**config.mk**
```make
export PLATFORM = sky130hd
export DESIGN_NAME = fios_3a_result_collector
export DESIGN_NICKNAME = d
export VERILOG_FILES = /design/src/rtl/fios_3a_pkg.sv /design/src/rtl/fios_3a_valid_delay.sv /design/src/rtl/fios_3a_result_collector.sv
export SDC_FILE = /design/constraint.sdc
export NUM_CORES = 1
export LEC_CHECK = 0
export BUFFER_PORTS_ARGS = -buffer_cell sky130_fd_sc_hd__clkbuf_2
export CAP_MARGIN = 30
export CORE_MARGIN = 3
export CORE_UTILIZATION = 23
export DETAILED_ROUTE_END_ITERATION = 12
export GPL_ROUTABILITY_DRIVEN = 0
export SYNTH_ARGS = -nofsm -noshare
export SYNTH_HDL_FRONTEND = slang
export SYNTH_SLANG_ARGS = --single-unit
```
**constraint.sdc**
```tcl
create_clock -name clock_i -period 20.2 [get_ports clock_i]
set_clock_uncertainty 0.1 [all_clocks]
set_input_delay 2.02 -clock clock_i [delete_from_list [all_inputs] [get_ports clock_i]]
set_output_delay 2.02 -clock clock_i [all_outputs]
set_load 0.1 [all_outputs]
```
**src/rtl/fios_3a_pkg.sv**
```systemverilog
// Shared types and sizing helpers for the FIOS 3A DSP result collector.
package fios_3a_pkg;

  localparam int unsigned WORD_WIDTH = 17;
  localparam int unsigned P_WIDTH    = 34;

  typedef enum logic [1:0] {
    StIdle,
    StCollect,
    StDone
  } state_e;

  function automatic int unsigned result_width(int unsigned num_words);
    return (num_words + 1) * WORD_WIDTH;
  endfunction

endpackage

```
**src/rtl/fios_3a_valid_delay.sv**
```systemverilog
// {valid, last} shift register matching the DSP48 issue-to-P latency.
module fios_3a_valid_delay #(
  parameter int unsigned DSP_REG_LEVEL = 3
) (
  input  logic clock_i,
  input  logic reset_i,
  input  logic valid_i,
  input  logic last_i,
  output logic valid_o,
  output logic last_o
);

  logic [DSP_REG_LEVEL-1:0] valid_q;
  logic [DSP_REG_LEVEL-1:0] last_q;

  always_ff @(posedge clock_i or posedge reset_i) begin
    if (reset_i) begin
      valid_q <= '0;
      last_q  <= '0;
    end else begin
      valid_q[0] <= valid_i;
      // last only means something alongside an issue
      last_q[0]  <= valid_i & last_i;
      for (int i = 1; i < DSP_REG_LEVEL; i++) begin
        valid_q[i] <= valid_q[i-1];
        last_q[i]  <= last_q[i-1];
      end
    end
  end

  assign valid_o = valid_q[DSP_REG_LEVEL-1];
  assign last_o  = last_q[DSP_REG_LEVEL-1];

endmodule

```
**src/rtl/fios_3a_result_collector.sv**
```systemverilog
// Collects DSP48 P outputs into a parallel (NUM_WORDS+1)x17-bit result with done/ack handshake.
// Define RESULT_CARRY_CHAIN_EN to propagate the inter-word carry here rather than via the C port.
module fios_3a_result_collector
  import fios_3a_pkg::*;
#(
  parameter int unsigned NUM_WORDS     = 16,
  parameter int unsigned DSP_REG_LEVEL = 3
) (
  input  logic                               clock_i,
  input  logic                               reset_i,
  input  logic                               issue_i,
  input  logic                               last_i,
  input  logic [P_WIDTH-1:0]                 P_i,
  input  logic                               result_ack_i,
  output logic [WORD_WIDTH-1:0]              word_o,
  output logic                               word_valid_o,
  output logic [result_width(NUM_WORDS)-1:0] result_o,
  output logic                               done_o,
  output logic                               err_o
);

  localparam int unsigned     ResW    = result_width(NUM_WORDS);
  localparam int unsigned     CntW    = $clog2(NUM_WORDS + 1);
  localparam logic [CntW-1:0] CntFull = CntW'(NUM_WORDS);
  localparam logic [CntW-1:0] CntLast = CntW'(NUM_WORDS - 1);

  logic                  p_valid, p_last;
  state_e                state_q, state_d;
  logic [CntW-1:0]       cnt_q, cnt_d, cnt_base, last_idx;
  logic [ResW-1:0]       result_q, result_d;
  logic [WORD_WIDTH-1:0] word_q, word_d, lo_word, top_word;
  logic                  word_valid_q, word_valid_d;
  logic                  err_q, err_d;
  logic                  start, accept, full, take, top_ovf;

  fios_3a_valid_delay #(
    .DSP_REG_LEVEL(DSP_REG_LEVEL)
  ) u_valid_delay (
    .clock_i(clock_i),
    .reset_i(reset_i),
    .valid_i(issue_i),
    .last_i (last_i),
    .valid_o(p_valid),
    .last_o (p_last)
  );

  // cnt_q is the index of the next free word slot; CntFull means all data slots are used
  assign start    = p_valid && ((state_q == StIdle) || ((state_q == StDone) && result_ack_i));
  assign accept   = p_valid && (start || (state_q == StCollect));
  assign cnt_base = start ? '0 : cnt_q;
  assign full     = (cnt_base == CntFull);
  assign take     = accept && (!full || p_last);
  assign last_idx = full ? CntLast : cnt_base;

`ifdef RESULT_CARRY_CHAIN_EN
  logic [WORD_WIDTH:0] carry_q, carry_d, carry_base, sum;

  assign carry_base = start ? '0 : carry_q;
  assign sum        = {1'b0, P_i[WORD_WIDTH-1:0]} + carry_base;
  assign carry_d    = {1'b0, P_i[P_WIDTH-1:WORD_WIDTH]} + {{WORD_WIDTH{1'b0}}, sum[WORD_WIDTH]};
  assign lo_word    = sum[WORD_WIDTH-1:0];
  assign top_word   = carry_d[WORD_WIDTH-1:0];
  assign top_ovf    = carry_d[WORD_WIDTH];

  always_ff @(posedge clock_i or posedge reset_i) begin
    if (reset_i) begin
      carry_q <= '0;
    end else if (take) begin
      carry_q <= carry_d;
    end
  end
`else
  assign lo_word  = P_i[WORD_WIDTH-1:0];
  assign top_word = P_i[P_WIDTH-1:WORD_WIDTH];
  assign top_ovf  = 1'b0;
`endif

  always_comb begin
    state_d      = state_q;
    cnt_d        = cnt_q;
    result_d     = result_q;
    word_d       = word_q;
    word_valid_d = 1'b0;
    err_d        = err_q;

    if (start) begin
      result_d = '0;
    end
    if (p_valid && (state_q == StDone) && !result_ack_i) begin
      err_d = 1'b1;
    end
    if (!p_valid && (state_q == StDone) && result_ack_i) begin
      state_d = StIdle;
    end
    if (accept && !take) begin
      err_d = 1'b1;
    end

    if (take) begin
      word_d       = lo_word;
      word_valid_d = 1'b1;
      if (full) begin
        err_d = 1'b1;
      end else begin
        cnt_d = cnt_base + CntW'(1);
      end
      for (int unsigned k = 0; k <= NUM_WORDS; k++) begin
        if (!full && (k == 32'(cnt_base))) begin
          result_d[k*WORD_WIDTH +: WORD_WIDTH] = lo_word;
        end
        if (p_last && (k == 32'(last_idx) + 32'd1)) begin
          result_d[k*WORD_WIDTH +: WORD_WIDTH] = top_word;
        end
      end
      if (p_last) begin
        state_d = StDone;
        if (top_ovf) begin
          err_d = 1'b1;
        end
      end else begin
        state_d = StCollect;
      end
    end
  end

  always_ff @(posedge clock_i or posedge reset_i) begin
    if (reset_i) begin
      state_q      <= StIdle;
      cnt_q        <= '0;
      result_q     <= '0;
      word_q       <= '0;
      word_valid_q <= 1'b0;
      err_q        <= 1'b0;
    end else begin
      state_q      <= state_d;
      cnt_q        <= cnt_d;
      result_q     <= result_d;
      word_q       <= word_d;
      word_valid_q <= word_valid_d;
      err_q        <= err_d;
    end
  end

  assign word_o       = word_q;
  assign word_valid_o = word_valid_q;
  assign result_o     = result_q;
  assign done_o       = (state_q == StDone);
  assign err_o        = err_q;

endmodule

```
==> out/qor.txt <==
dominant cell type by area after synthesis - dfrtp_1
hpwl dp - 49200 um
Yosys cell types - 70
Setup TNS - 0 ns
Rel. slew slack - 19.7%
Via density - 5.24
Synth top area share - 54.6%
port bufs - 347
core area - 63200 um2
clk sinks - 321
area delta synth->final - 26.8%
Area contributors post-synth - dfrtp_1, a221o_1, nor2_1, nand2_1, inv_1
grt total ovfl - 0
RSZ-0062 raised after global routing - no
Seq cells post-synth - 321
GRT Total Usage - 19.8%
Yosys warnings - 0
Hold Path Class - reg -> reg
die area - 67100 um2
CTS tree - done
max_cap viols - 0
clock period minus worst slack - 4.96 ns
antenna-violating nets left - 0
pin count of the biggest net entering global routing - 96
average wire per standard cell - 27.6 um
worst-case clock buffer depth - 3
Die Span X - 259 um
Syn Nets - 1397
# fillers - 6571
FFs w/ async S/R, synth - 100%
count leader, synth - dfrtp_1
WL final - 69200 um
Initial Util - 23.3%
Final setup viols - 0
first-pass GRT wire length - 96800 um
height of the die - 259 um
count of flip-flops with a built-in enable after synthesis - 0
run status - finished clean
max frequency - 202 MHz
syn avg cell area - 10.9 um2
Worst-Skew Late Latency - 0.56 ns
worst endpoint required time - 20.59 ns
# rows - 92
CTS Hold Buffers Added - 0
Main synth FF type - dfrtp_1
crit path DAT - 5.35 ns
Mapped Cells - 1353
CTS resizes - 0
sequential share of the synthesized area - 54.6%
Worst Max-Slew Pin Slew - 1.20 ns
H-tree Lvls - 2
Vias - 13125
Mapped Area - 14700 um2
share of cells above drive strength 1 - 30.1%
IO Count - 348
Num CTS Buffers - 41
CP Capture Type - register
crit path launch type - primary input
# nets final - 1669
vias in the first global route - 12843
drt pass-1 iters - 7
Post-synth top cells - dfrtp_1, a221o_1, nor2_1
worst-path maximum fanout - 35
Final Hold Viols - 0
Clk Tree Root Cell - clkbuf_16
initial antenna violation count - 0
postcts setup bufs - 0
clock slew at reported path FFs - 0.06 ns
DRC viols - 0
initial DRC count - 1575
fin. max-slew vios - 0
critical path type - in -> reg
fin crit share - 24.6%
worst hold slack - 0.248 ns
==> layer usage <==
metal / GRT usage, % / wire length, um
met1: 25.8 / 27900
met3: 6.31 / 7460
met2: 31.9 / 32000
met4: 5.14 / 1760
met5: 0.658 / 58
==> final timing paths <==
check / from / endpoint / slack, ns / cells after the start
max: result_ack_i / result_o[88]$_DFF_PP0_ / 15.24 / 10
min: u_valid_delay.valid_q[1]$_DFF_PP0_ / u_valid_delay.valid_q[2]$_DFF_PP0_ / 0.25 / 0
max in group asynchronous: reset_i / word_o[10]$_DFFE_PP0N_ / 16.53 / 5
min reg2reg: u_valid_delay.valid_q[1]$_DFF_PP0_ / u_valid_delay.valid_q[2]$_DFF_PP0_ / 0.25 / 0
max reg2reg: state_q[1]$_DFFE_PP0P_ / result_o[172]$_DFF_PP0_ / 15.82 / 9
min in group asynchronous: reset_i / result_o[212]$_DFF_PP0_ / 1.43 / 2
==> cells in the final DEF (no fill, tap or decap), drive strengths merged, types with 2 or more instances in the layout <==
| cell | netlist | layout |
|---|---|---|
| and3 | 55 | 55 |
| a22o | 34 | 34 |
| nor2 | 119 | 119 |
| a311oi | 2 | 2 |
| inv | 92 | 94 |
| clkinv | 0 | 9 |
| nand4 | 5 | 5 |
| nor2b | 6 | 6 |
| buf | 61 | 30 |
| a211o | 2 | 2 |
| a221oi | 3 | 3 |
| a221o | 154 | 154 |
| a31oi | 3 | 3 |
| o31ai | 2 | 2 |
| nor4 | 2 | 2 |
| nand2 | 115 | 115 |
| o211ai | 2 | 2 |
| mux2 | 18 | 18 |
| bufinv | 0 | 5 |
| nor3b | 2 | 2 |
| and4b | 2 | 2 |
| a222oi | 34 | 34 |
| and2 | 24 | 24 |
| clkinvlp | 0 | 2 |
| a21oi | 12 | 12 |
| ha | 5 | 5 |
| o221ai | 34 | 34 |
| o211a | 2 | 2 |
| nand3 | 22 | 22 |
| clkbuf | 87 | 404 |
| a21boi | 2 | 2 |
| o21ai | 37 | 37 |
| dfrtp | 321 | 321 |
| nor3 | 7 | 7 |
| a211oi | 20 | 20 |
| a21o | 38 | 38 |
| nand2b | 10 | 10 |
==> critical path, cell delays in order <==
cell and delay (ns):
clkbuf_2 0.11, nand2b_1 0.39, nand2_2 0.21, nand2_1 0.21, ha_1 0.28, nand4bb_4 0.17, a211o_1 0.68, a311oi_4 0.94
a222oi_1 0.22, inv_1 0.10
==> layout make-up <==
cell class / instances / area (um2) / share of cell area, %
sequential: 321 / 8030 / 43.0
clock inverter: 18 / 258 / 1.38
inverter: 92 / 353 / 1.89
timing repair buffer: 377 / 2050 / 11.0
antenna: 1 / 2.50 / 0.0134
clock buffer: 57 / 1190 / 6.36
tap: 846 / 1060 / 5.67
multi-input combinational: 792 / 5720 / 30.7
==> state kept, by name, indices dropped and copies added, names as in the netlist <==
name and cells:
result_o 289, word_o 17, cnt_q 5, u_valid_delay.last_q 3
u_valid_delay.valid_q 3, state_q 2, err_o 1, word_valid_o 1
==> per-stage QoR <==
stage	util, %	setup WS [ns]	cells	instance area, um2
finish	29.5	15.24	2504	18700
detailed placement	27.2	14.79	2426	17200
global route	29.5	15.00	2503	18700
CTS	29.5	15.36	2501	18600
floorplan	-	9.20	1353	14700
global placement	26.9	14.59	2415	17000
==> kinds of logic (layout without fill, tap and decap cells) <==
group,after synthesis,in the layout,synth area share [%]
AO/OA/AOI/OAI,391,391,23.7
other,0,1,0
multiplexers,19,19,1.53
XOR/XNOR,1,1,0.187
buffers and inverters,240,544,6.77
AND/OR/NAND/NOR,376,376,12.8
adder cells (fa/ha/maj),5,5,0.425
flip-flops,321,321,54.6
Power is not shown: default switching activity piles up to over one toggle a cycle in this logic, so the estimate is an artifact.
